==> config.mk <==
export PLATFORM = sky130hd
export DESIGN_NAME = expansion_uart_tx
export DESIGN_NICKNAME = d
export VERILOG_FILES = /design/src/rtl/expansion_uart_tx.sv
export SDC_FILE = /design/constraint.sdc
export NUM_CORES = 1
export LEC_CHECK = 0
export BUFFER_PORTS_ARGS = -buffer_cell sky130_fd_sc_hd__buf_2
export CAP_MARGIN = 20
export CORE_AREA = 2 2 82 76
export DETAILED_ROUTE_END_ITERATION = 10
export DIE_AREA = 0 0 84 78
export GPL_ROUTABILITY_DRIVEN = 0
export GPL_TIMING_DRIVEN = 0
export PLACE_DENSITY = 0.73
export SYNTH_ARGS = -nofsm -noshare
export SYNTH_HDL_FRONTEND = slang
export SYNTH_SLANG_ARGS = --single-unit
==> constraint.sdc <==
create_clock -name i_clk100 -period 2.6 [get_ports i_clk100]
set_input_delay 0.13 -clock i_clk100 [delete_from_list [all_inputs] [get_ports i_clk100]]
set_output_delay 0.13 -clock i_clk100 [all_outputs]
set_load 0.05 [all_outputs]
==> src/rtl/expansion_uart_tx.sv <==
// rtl/expansion_uart_tx.sv - transmit-only 8N1 UART card on the CPU IO bus
// Bus writes to BASE_ADDR fill a small FIFO that a baud-timed serializer drains.
`timescale 1ns/1ps
module expansion_uart_tx #(
   parameter int unsigned CLK_FREQ   = 100000000,
   parameter int unsigned BAUD       = 115200,
   parameter int unsigned FIFO_DEPTH = 4,
   parameter logic [7:0]  BASE_ADDR  = 8'h10
) (
   input  logic       i_clk100,
   input  logic       i_resetn,
   input  logic [7:0] i_bus,
   output logic [7:0] o_bus,
   output logic       o_busNOE,
   input  logic       i_ioNCE,
   input  logic [7:0] i_ioAddress,
   input  logic       i_ioNOE,
   input  logic       i_ioNWE,
   output logic       o_serialOut
);

   localparam int unsigned DIV       = CLK_FREQ / BAUD;
   localparam int unsigned AW        = $clog2(FIFO_DEPTH);
   localparam int unsigned CW        = $clog2(DIV);
   localparam logic [CW-1:0] CNT_LAST = CW'(DIV - 1);
   localparam logic [7:0] STAT_ADDR  = BASE_ADDR + 8'd1;

   typedef enum logic [1:0] {
      S_IDLE  = 2'd0,
      S_START = 2'd1,
      S_DATA  = 2'd2,
      S_STOP  = 2'd3
   } tx_state_t;

   logic          nwe_meta_q, nwe_sync_q, nwe_hist_q;
   logic          noe_meta_q, noe_sync_q, noe_hist_q;
   logic [AW:0]   wr_ptr_q, wr_ptr_d;
   logic [AW:0]   rd_ptr_q, rd_ptr_d;
   logic [7:0]    mem_q [FIFO_DEPTH];
   logic          ovf_q, ovf_d;
   logic [7:0]    status_q;
   tx_state_t     state_q;
   logic [CW-1:0] cnt_q;
   logic [2:0]    bit_q;
   logic [7:0]    shift_q;
   logic          serial_q;

   logic nwe_fall, noe_rise, sel_data, sel_stat;
   logic wr_req, push, pop, ovf_clr, full, empty;

   // CPU strobes are asynchronous to i_clk100: two sync stages plus a history flop.
   always_ff @(posedge i_clk100 or negedge i_resetn) begin
      if (!i_resetn) begin
         nwe_meta_q <= 1'b1;
         nwe_sync_q <= 1'b1;
         nwe_hist_q <= 1'b1;
         noe_meta_q <= 1'b1;
         noe_sync_q <= 1'b1;
         noe_hist_q <= 1'b1;
      end else begin
         nwe_meta_q <= i_ioNWE;
         nwe_sync_q <= nwe_meta_q;
         nwe_hist_q <= nwe_sync_q;
         noe_meta_q <= i_ioNOE;
         noe_sync_q <= noe_meta_q;
         noe_hist_q <= noe_sync_q;
      end
   end

   assign nwe_fall = nwe_hist_q & ~nwe_sync_q;
   assign noe_rise = ~noe_hist_q & noe_sync_q;
   assign sel_data = ~i_ioNCE && (i_ioAddress == BASE_ADDR);
   assign sel_stat = ~i_ioNCE && (i_ioAddress == STAT_ADDR);

   assign empty   = (wr_ptr_q == rd_ptr_q);
   assign full    = (wr_ptr_q[AW] != rd_ptr_q[AW]) &&
                    (wr_ptr_q[AW-1:0] == rd_ptr_q[AW-1:0]);
   assign wr_req  = nwe_fall & sel_data;
   assign push    = wr_req & ~full;
   assign pop     = (state_q == S_IDLE) & ~empty;
   assign ovf_clr = noe_rise & sel_stat;

   always_comb begin
      wr_ptr_d = wr_ptr_q;
      rd_ptr_d = rd_ptr_q;
      ovf_d    = ovf_q;
      if (push) wr_ptr_d = wr_ptr_q + 1'b1;
      if (pop)  rd_ptr_d = rd_ptr_q + 1'b1;
      if (ovf_clr) ovf_d = 1'b0;
      // A dropped write in the same cycle as the clearing read leaves the flag set.
      if (wr_req && full) ovf_d = 1'b1;
   end

   always_ff @(posedge i_clk100 or negedge i_resetn) begin
      if (!i_resetn) begin
         wr_ptr_q <= '0;
         rd_ptr_q <= '0;
         ovf_q    <= 1'b0;
         status_q <= 8'h00;
      end else begin
         wr_ptr_q <= wr_ptr_d;
         rd_ptr_q <= rd_ptr_d;
         ovf_q    <= ovf_d;
         status_q <= {4'b0000, ovf_q, (state_q != S_IDLE), empty, full};
      end
   end

   always_ff @(posedge i_clk100) begin
      if (push) mem_q[wr_ptr_q[AW-1:0]] <= i_bus;
   end

   // The line level is registered alongside each state change so it never glitches.
   always_ff @(posedge i_clk100 or negedge i_resetn) begin
      if (!i_resetn) begin
         state_q  <= S_IDLE;
         cnt_q    <= '0;
         bit_q    <= 3'd0;
         shift_q  <= 8'h00;
         serial_q <= 1'b1;
      end else begin
         case (state_q)
            S_IDLE: begin
               serial_q <= 1'b1;
               cnt_q    <= '0;
               if (!empty) begin
                  shift_q  <= mem_q[rd_ptr_q[AW-1:0]];
                  serial_q <= 1'b0;
                  state_q  <= S_START;
               end
            end
            S_START: begin
               if (cnt_q == CNT_LAST) begin
                  cnt_q    <= '0;
                  bit_q    <= 3'd0;
                  serial_q <= shift_q[0];
                  state_q  <= S_DATA;
               end else begin
                  cnt_q <= cnt_q + 1'b1;
               end
            end
            S_DATA: begin
               if (cnt_q == CNT_LAST) begin
                  cnt_q <= '0;
                  if (bit_q == 3'd7) begin
                     serial_q <= 1'b1;
                     state_q  <= S_STOP;
                  end else begin
                     shift_q  <= shift_q >> 1;
                     serial_q <= shift_q[1];
                     bit_q    <= bit_q + 3'd1;
                  end
               end else begin
                  cnt_q <= cnt_q + 1'b1;
               end
            end
            S_STOP: begin
               serial_q <= 1'b1;
               if (cnt_q == CNT_LAST) begin
                  cnt_q   <= '0;
                  state_q <= S_IDLE;
               end else begin
                  cnt_q <= cnt_q + 1'b1;
               end
            end
            default: begin
               serial_q <= 1'b1;
               state_q  <= S_IDLE;
            end
         endcase
      end
   end

   assign o_serialOut = serial_q;
   assign o_bus       = status_q;
   assign o_busNOE    = ~(~i_ioNCE & ~i_ioNOE & (i_ioAddress == STAT_ADDR));

endmodule

==> results of run 1 <==
[cells in the mapped netlist (2+ instances only)]
master,instances
a21oi_1,3
a22o_1,4
and2_1,4
buf_2,2
buf_4,4
buf_6,2
clkbuf_1,2
dfrtp_1,34
dfstp_2,7
edfxtp_1,32
ha_1,13
inv_1,12
mux2_2,9
mux2_4,2
mux2i_1,2
mux4_2,8
nand2_1,23
nand3_1,7
nand4_1,3
nor2_1,20
nor2b_1,2
nor3_1,2
nor4_1,2
o21ai_0,2
or2_2,2
xnor2_1,12
xor2_1,3
[cell type report]
class / count / area [sq um] / share of cell area [%]
multi-input combinational: 140 / 1130 / 30.1
inverter: 12 / 45.0 / 1.20
sequential: 73 / 2000 / 53.1
buffer: 11 / 75.1 / 2.00
tap: 70 / 87.6 / 2.33
clock inverter: 7 / 52.6 / 1.40
timing repair buffer: 38 / 248 / 6.59
clock buffer: 9 / 124 / 3.30
[state kept, by name (all words and copies together), names as in the netlist]
name	flops
bit_q	3
cnt_q	10
mem_q	32
noe_hist_q	1
noe_meta_q	1
noe_sync_q	1
nwe_hist_q	1
nwe_meta_q	1
nwe_sync_q	1
o_bus	4
o_serialOut	1
ovf_q	1
rd_ptr_q	3
shift_q	8
state_q	2
wr_ptr_q	3
[placed cells by master, fill, tap and decap left out, types with 3 or more instances in the layout]
master | synthesis | layout
xor2_1 | 3 | 3
conb_1 | 1 | 4
dlygate4sd3_1 | 0 | 11
inv_1 | 12 | 12
and2_1 | 4 | 4
xnor2_1 | 12 | 12
buf_4 | 4 | 5
buf_2 | 2 | 28
mux4_2 | 8 | 8
dfrtp_1 | 34 | 34
inv_6 | 0 | 3
mux2_2 | 9 | 9
ha_1 | 13 | 13
nand2_1 | 23 | 23
clkbuf_8 | 0 | 9
dfstp_2 | 7 | 7
nor2_1 | 20 | 20
edfxtp_1 | 32 | 32
a21oi_1 | 3 | 3
nand4_1 | 3 | 3
nand3_1 | 7 | 7
a22o_1 | 4 | 4
[how the worst min path moves through the flow]
stage	to	cells after the start	from
3_5_place_dp	nwe_meta_q	1	i_ioNWE
6_report	ovf_q	4	i_ioAddress[0]
3_3_place_gp	nwe_meta_q	1	i_ioNWE
2_1_floorplan	bit_q[0]	0	i_resetn
5_1_grt	ovf_q	4	i_ioAddress[0]
4_1_cts	ovf_q	4	i_ioAddress[0]
[stage by stage]
step	std cells	power [W]	cell area (sq um)	setup WS [ns]
6_report	360	0.00208	3760	0.372
2_1_floorplan	236	0.00127	3250	0.533
5_1_grt	360	0.00215	3760	0.242
3_5_place_dp	333	0.00130	3470	0.354
4_1_cts	360	0.00210	3760	0.331
3_3_place_gp	332	0.00130	3460	0.0421
[where the power goes]
part	internal, W	leakage, nW	total [W]	switching [W]
logic	0.0000292	0.752	0.0000714	0.0000423
registers	0.00121	0.782	0.00122	0.00000287
clock network	0.000354	0.0904	0.000789	0.000435
total	0.00160	1.62	0.00208	0.000481
[metal layers]
metal / vias up / routed length, um
met5: - / 0
met4: 0 / 62
met3: 4 / 187
met2: 31 / 2520
met1: 883 / 2420
li1: 911 / -
[worst max-delay path, delay by kind of cell, from the launching register on]
kind	cells	cell delay, ns
flip-flops	1	0.38
buffers and inverters	2	0.48
AND/OR/NAND/NOR	2	0.91
XOR/XNOR	1	0.17
[cell families after synthesis]
kind of cell | synth area share, %
AOI/OAI and AO/OA | 4.06
buffers and inverters | 3.71
and+or+nand+nor | 11.1
adders and majority gates | 5.03
other | 0.116
muxes | 10.3
DFF | 61.7
xor gates and xnor gates | 4.06
==> key figures, run 1 <==
Outcome
  • Outcome: complete, no violations

Yosys
  • Synthesized area per cell: about 14 sq um
  • Primary FF master, synth: dfrtp_1
  • Post-Synthesis Cells: 233
  • Cell variety after synth: 42
  • Warnings from Yosys: 0
  • Post-synthesis register bit count: 73
  • Synth area leader: edfxtp_1
  • Number of enable flip-flop cells after synthesis: 32
  • Post-synthesis sequential area ratio: 61.7%
  • Synth Cell Area: around 3200 sq um
  • Top cells by area, synth: edfxtp_1, dfrtp_1, dfstp_2
  • Post-synth top area share: 29.7%
  • Ys async rst share: 56.2%

CTS
  • Num Clock Sinks: 73
  • Clk Latency, worst-skew pair: between 0.3 and 0.4 ns
  • CTS buffer count: 9
  • Clock Pin Slew Worst Setup and Hold Paths: ~0.080 ns
  • CTS Root Cell: clkbuf_8
  • CTS tree: done
  • Post-CTS sizing: 0
  • CTS HTree Levels: 3
  • CTS Hold Bufs: 11
  • Deepest clock path buffer count: 2
  • Post-CTS Setup Bufs: 0

Flow run
  • Reported max-cap violation count: 0

Power and ir drop
  • PwrDens: around 550 nW/um^2
  • Leakage power: between 1.5 and 2 nW
  • Maximum vdd drop: slightly below 0.5 mV

STA
  • Relative slew slack: approximately two fifths
  • Clock Skew: about 0.010 ns
  • Final Critical Period: 2.23 ns
  • Slew @ Worst Pin: around 0.89 ns
  • Setup Viol. Count Final: 0
  • Max Slew Vio Count: 0
  • Period utilisation layout: between 80 and 90%
  • Max frequency: 449 MHz
  • RSZ-0062 raised after global routing: false
  • Fin Setup TNS: 0 ns
  • WHS: between 0.2 and 0.25 ns
  • Hold Vio Cnt, Final: 0

Placed design
  • Port buffer count: 26
  • Hpwl dp: ~3500 um

GRT
  • Largest net degree at the start of global routing: 42
  • Routing usage on met2: between 20% and 30%
  • First-pass GRT wire length: between 8000 and 9000 um
  • Gr usage total: 17.9%
  • Grt met1 use: a little under a quarter
  • GR peak layer: met2
  • Global route total overflow: 0
  • Vias in the first global route: roughly 1.8k
  • Met3 usage: under 10%
  • Initial antenna violation count: 0

Detailed routing
  • WL final: 5200 um
  • WL/cell: around 14 um
  • Via/cell ratio: between 5 and 6
  • Iteration count of the initial detailed-routing pass: 4
  • Drt drc: 0
  • Starting DRT DRC Count: 82
  • ANT nets after route: 0
  • Vias: 1829

Cells and area
  • Final Net Count: 319
  • Diode count: 0
  • FILL cells: roughly 420
  • Layout Utilization: 66.8%
  • Area delta synth->final: 16.2%
  • Share of layout cells above drive strength 1: between 20% and 30%

Critical path
  • CP cell instances: buf_2, xnor2_1, and3b_1, nor3b_1, buf_4
  • Critical Path Start Type: flop
  • Setup slack, reg-to-reg: about 0.37 ns
  • Worst Reg-to-Reg Cells: 5
  • WP data required: ~2.7 ns
  • CP max stage cell: nor3b_1
  • Setup crit end kind: flop
  • Worst setup startpoint: rd_ptr_q[1]
  • FF-to-FF Start: rd_ptr_q[1]
  • CP Capture Point: mem_q[3][1]
  • Reg-to-reg critical path endpoint: mem_q[3][1]
  • Crit Path Class: reg2reg
  • Max incr delay on CP: between 0.6 and 0.7 ns
  • WP data arrival: 2.29 ns
  • Worst Path Max Fanout: 10

Hold path
  • HP Class: in2reg

Die
  • Initial Util: 57.5%
  • Total die area: roughly 6600 sq um
  • DIE HEIGHT: between 70 and 80 um
  • Top Ports: 31
  • Row count: 26
  • Floorplan core area: between 5000 and 6000 sq um
  • Chip width: 84 um
(Power assumes the default switching activity.)
==> run 2: changes to the inputs <==
ABC_AREA = 1   (was not set)
CORE_AREA = 2 2 84 78   (was 2 2 82 76)
DIE_AREA = 0 0 86 80   (was 0 0 84 78)
==> key figures, run 2 <==
Yosys
  • Post-Synthesis Cells: 345
  • Top cells by area, synth: edfxtp_1, dfrtp_1, nand2_1
  • Primary FF master, synth: dfrtp_1
  • Most frequent cell after synthesis: nand2_1
  • Post-synthesis sequential area ratio: between 50 and 60%
  • Warnings from Yosys: 0
  • Synth Cell Area: 3400 sq um
  • Synth area leader: edfxtp_1
  • Top cells by count, synth: nand2_1, dfrtp_1, nand3_1, edfxtp_1, inv_1
  • Synthesized area per cell: between 9 and 10 sq um
  • Ys async rst share: about 56%
  • Cell variety after synth: 39
  • Number of enable flip-flop cells after synthesis: 32
  • Post-synthesis register bit count: 73
  • Post-synth top area share: between 20% and 30%

Power and ir drop
  • Maximum vdd drop: 0.511 mV
  • Leakage power: 1.86 nW
  • PwrDens: roughly 550 nW/um^2

STA
  • Max Slew Vio Count: 0
  • RSZ-0062 raised after global routing: false
  • Slew @ Worst Pin: roughly 0.90 ns
  • Relative slew slack: 40.2%
  • Fin Setup TNS: 0 ns
  • Period utilisation layout: between 80% and 90%
  • Max frequency: between 400 and 500 MHz
  • Hold Vio Cnt, Final: 0
  • Setup ws final: around 0.48 ns
  • Setup Viol. Count Final: 0
  • WHS: 0.152 ns
  • Clock Skew: about 0.014 ns
  • Final Critical Period: between 2 and 2.5 ns

CTS
  • CTS Root Cell: clkbuf_8
  • Post-CTS sizing: 0
  • Deepest clock path buffer count: 2
  • Post-CTS Setup Bufs: 0
  • Clk Latency, worst-skew pair: roughly 0.36 ns
  • CTS HTree Levels: 3
  • CTS Hold Bufs: 11
  • CTS tree: done
  • CTS buffer count: 9
  • Num Clock Sinks: 73
  • Clock Pin Slew Worst Setup and Hold Paths: about 0.080 ns

GRT
  • Vias in the first global route: 2284
  • Initial antenna violation count: 0
  • Global route total overflow: 0
  • First-pass GRT wire length: 10500 um
  • Gr usage total: between 20% and 30%
  • Largest net degree at the start of global routing: 42

Cells and area
  • Diode count: 0
  • Final Net Count: 430
  • Final Non-Filler Cells: approximately 470
  • Most frequent cells in the layout: nand2_1, nand3_1, dfrtp_1, edfxtp_1, inv_1
  • Commonest non-fill, non-tap cell in the layout: nand2_1
  • Share of layout cells above drive strength 1: between 10% and 20%
  • Largest register FFs: 32
  • FILL cells: approximately 470
  • Area delta synth->final: 15.6%

Critical path
  • WP data arrival: 2.11 ns
  • Crit path buf inv count: 1
  • Critical Path Start Type: flop
  • Crit Path Class: reg2reg
  • Cell family with most CP delay: simple AND/OR/NAND/NOR gates
  • CP max stage cell: nor2_1
  • Worst Path Max Fanout: 8
  • Max incr delay on CP: 0.63 ns
  • Setup crit end kind: flop
  • Most common cell on crit path: nor2_1
  • Setup slack, reg-to-reg: roughly 0.48 ns
  • CP cell instances: inv_1, nor2_1, nand4_1, nor2_1, nand2_4, nor2_1
  • WP data required: between 2 and 3 ns

Die
  • Floorplan core area: about 6000 sq um
  • Total die area: 6880 sq um
  • Row count: 27
  • Chip width: 86 um
  • DIE HEIGHT: 80 um
  • Top Ports: 31
  • Initial Util: a little under three fifths

Detailed routing
  • Met3 wire length: approximately 240 um
  • Vias: about 2.4k
  • WL/cell: between 10 and 15 um
  • Via/cell ratio: roughly 5
  • Met1 WL: between 2000 and 3000 um
  • Drt drc: 0
  • Wire length on met2: about 2900 um
  • ANT nets after route: 0
  • Starting DRT DRC Count: roughly 160
  • Max Used Layer: met4
  • WL final: about 5900 um
  • Iteration count of the initial detailed-routing pass: 4

Placed design
  • Port buffer count: 26
  • Setup WS pre-CTS: between 0.4 and 0.5 ns
  • Hpwl dp: roughly 3900 um
  • Dpl cells: 446

Hold path
  • HP Class: in2reg

Outcome
  • Outcome: complete, no violations

Flow run
  • Reported max-cap violation count: 0
[run 2: cell types whose count changed in the layout (fill, tap and decap cells not counted), moves of 8 or more]
cell     delta
nand2_1    +87
inv_1      +17
mux2_2      -9
xnor2_1    -10
nand3_1    +27
mux4_2      -8
[run 2: area by class of cell]
type	count	area [sq um]	area share, %
Tap cell	72	90.1	2.29
Sequential cell	73	2000	50.8
Clock buffer	9	124	3.15
Buffer	10	83.8	2.13
Inverter	33	129	3.28
Timing Repair Buffer	37	240	6.11
Clock inverter	7	66.3	1.69
Multi-Input combinational cell	232	1200	30.6
[run 2: kinds of logic (layout without fill, tap and decap cells)]
kind of cell	after synthesis	count (layout)	share of synthesized area [%]
AND/OR/NAND/NOR	192	192	25.3
flip-flops	73	73	58.7
buffers and inverters	43	96	6.26
AO/OA/AOI/OAI	17	17	3.05
adder cells (fa/ha/maj)	13	13	4.78
XOR/XNOR	6	6	1.77
other	1	4	0.110
[run 2: path summary, 6_finish.rpt]
kind | start | to | depth (start not counted)
max in group asynchronous | i_resetn | wr_ptr_q[0] | 2
min in group asynchronous | i_resetn | cnt_q[3] | 2
max | nwe_hist_q | mem_q[2][0] | 6
max reg2reg | nwe_hist_q | mem_q[2][0] | 6
min | i_ioNCE | ovf_q | 5
min reg2reg | noe_meta_q | noe_sync_q | 0
[run 2: tightest hold or removal path, stage by stage]
cell and delay (ns):
buf_2 0.08, nor2_1 0.04, nand3b_1 0.09, o21ai_0 0.08, nand2_1 0.06
[run 2: power breakdown]
group / switching [W] / internal [W] / total, W
registers: 0.00000320 / 0.00121 / 0.00122
logic: 0.0000465 / 0.0000306 / 0.0000771
clock network: 0.000477 / 0.000374 / 0.000851
[run 2: metrics by stage]
step | cell area, sq um | total power [W] | utilization, %
after floorplan | 3410 | 0.00127 | -
after global placement | 3630 | 0.00130 | 60.7
after detailed placement | 3630 | 0.00131 | 60.7
after CTS | 3930 | 0.00217 | 65.7
after global routing | 3930 | 0.00223 | 65.7
final | 3930 | 0.00214 | 65.7
[run 2: metal layers]
metal	track usage (%)	vias up
met1	25.4	1091
li1	-	1218
met3	6.51	6
met4	6.67	0
met2	33.2	39
met5	0	-
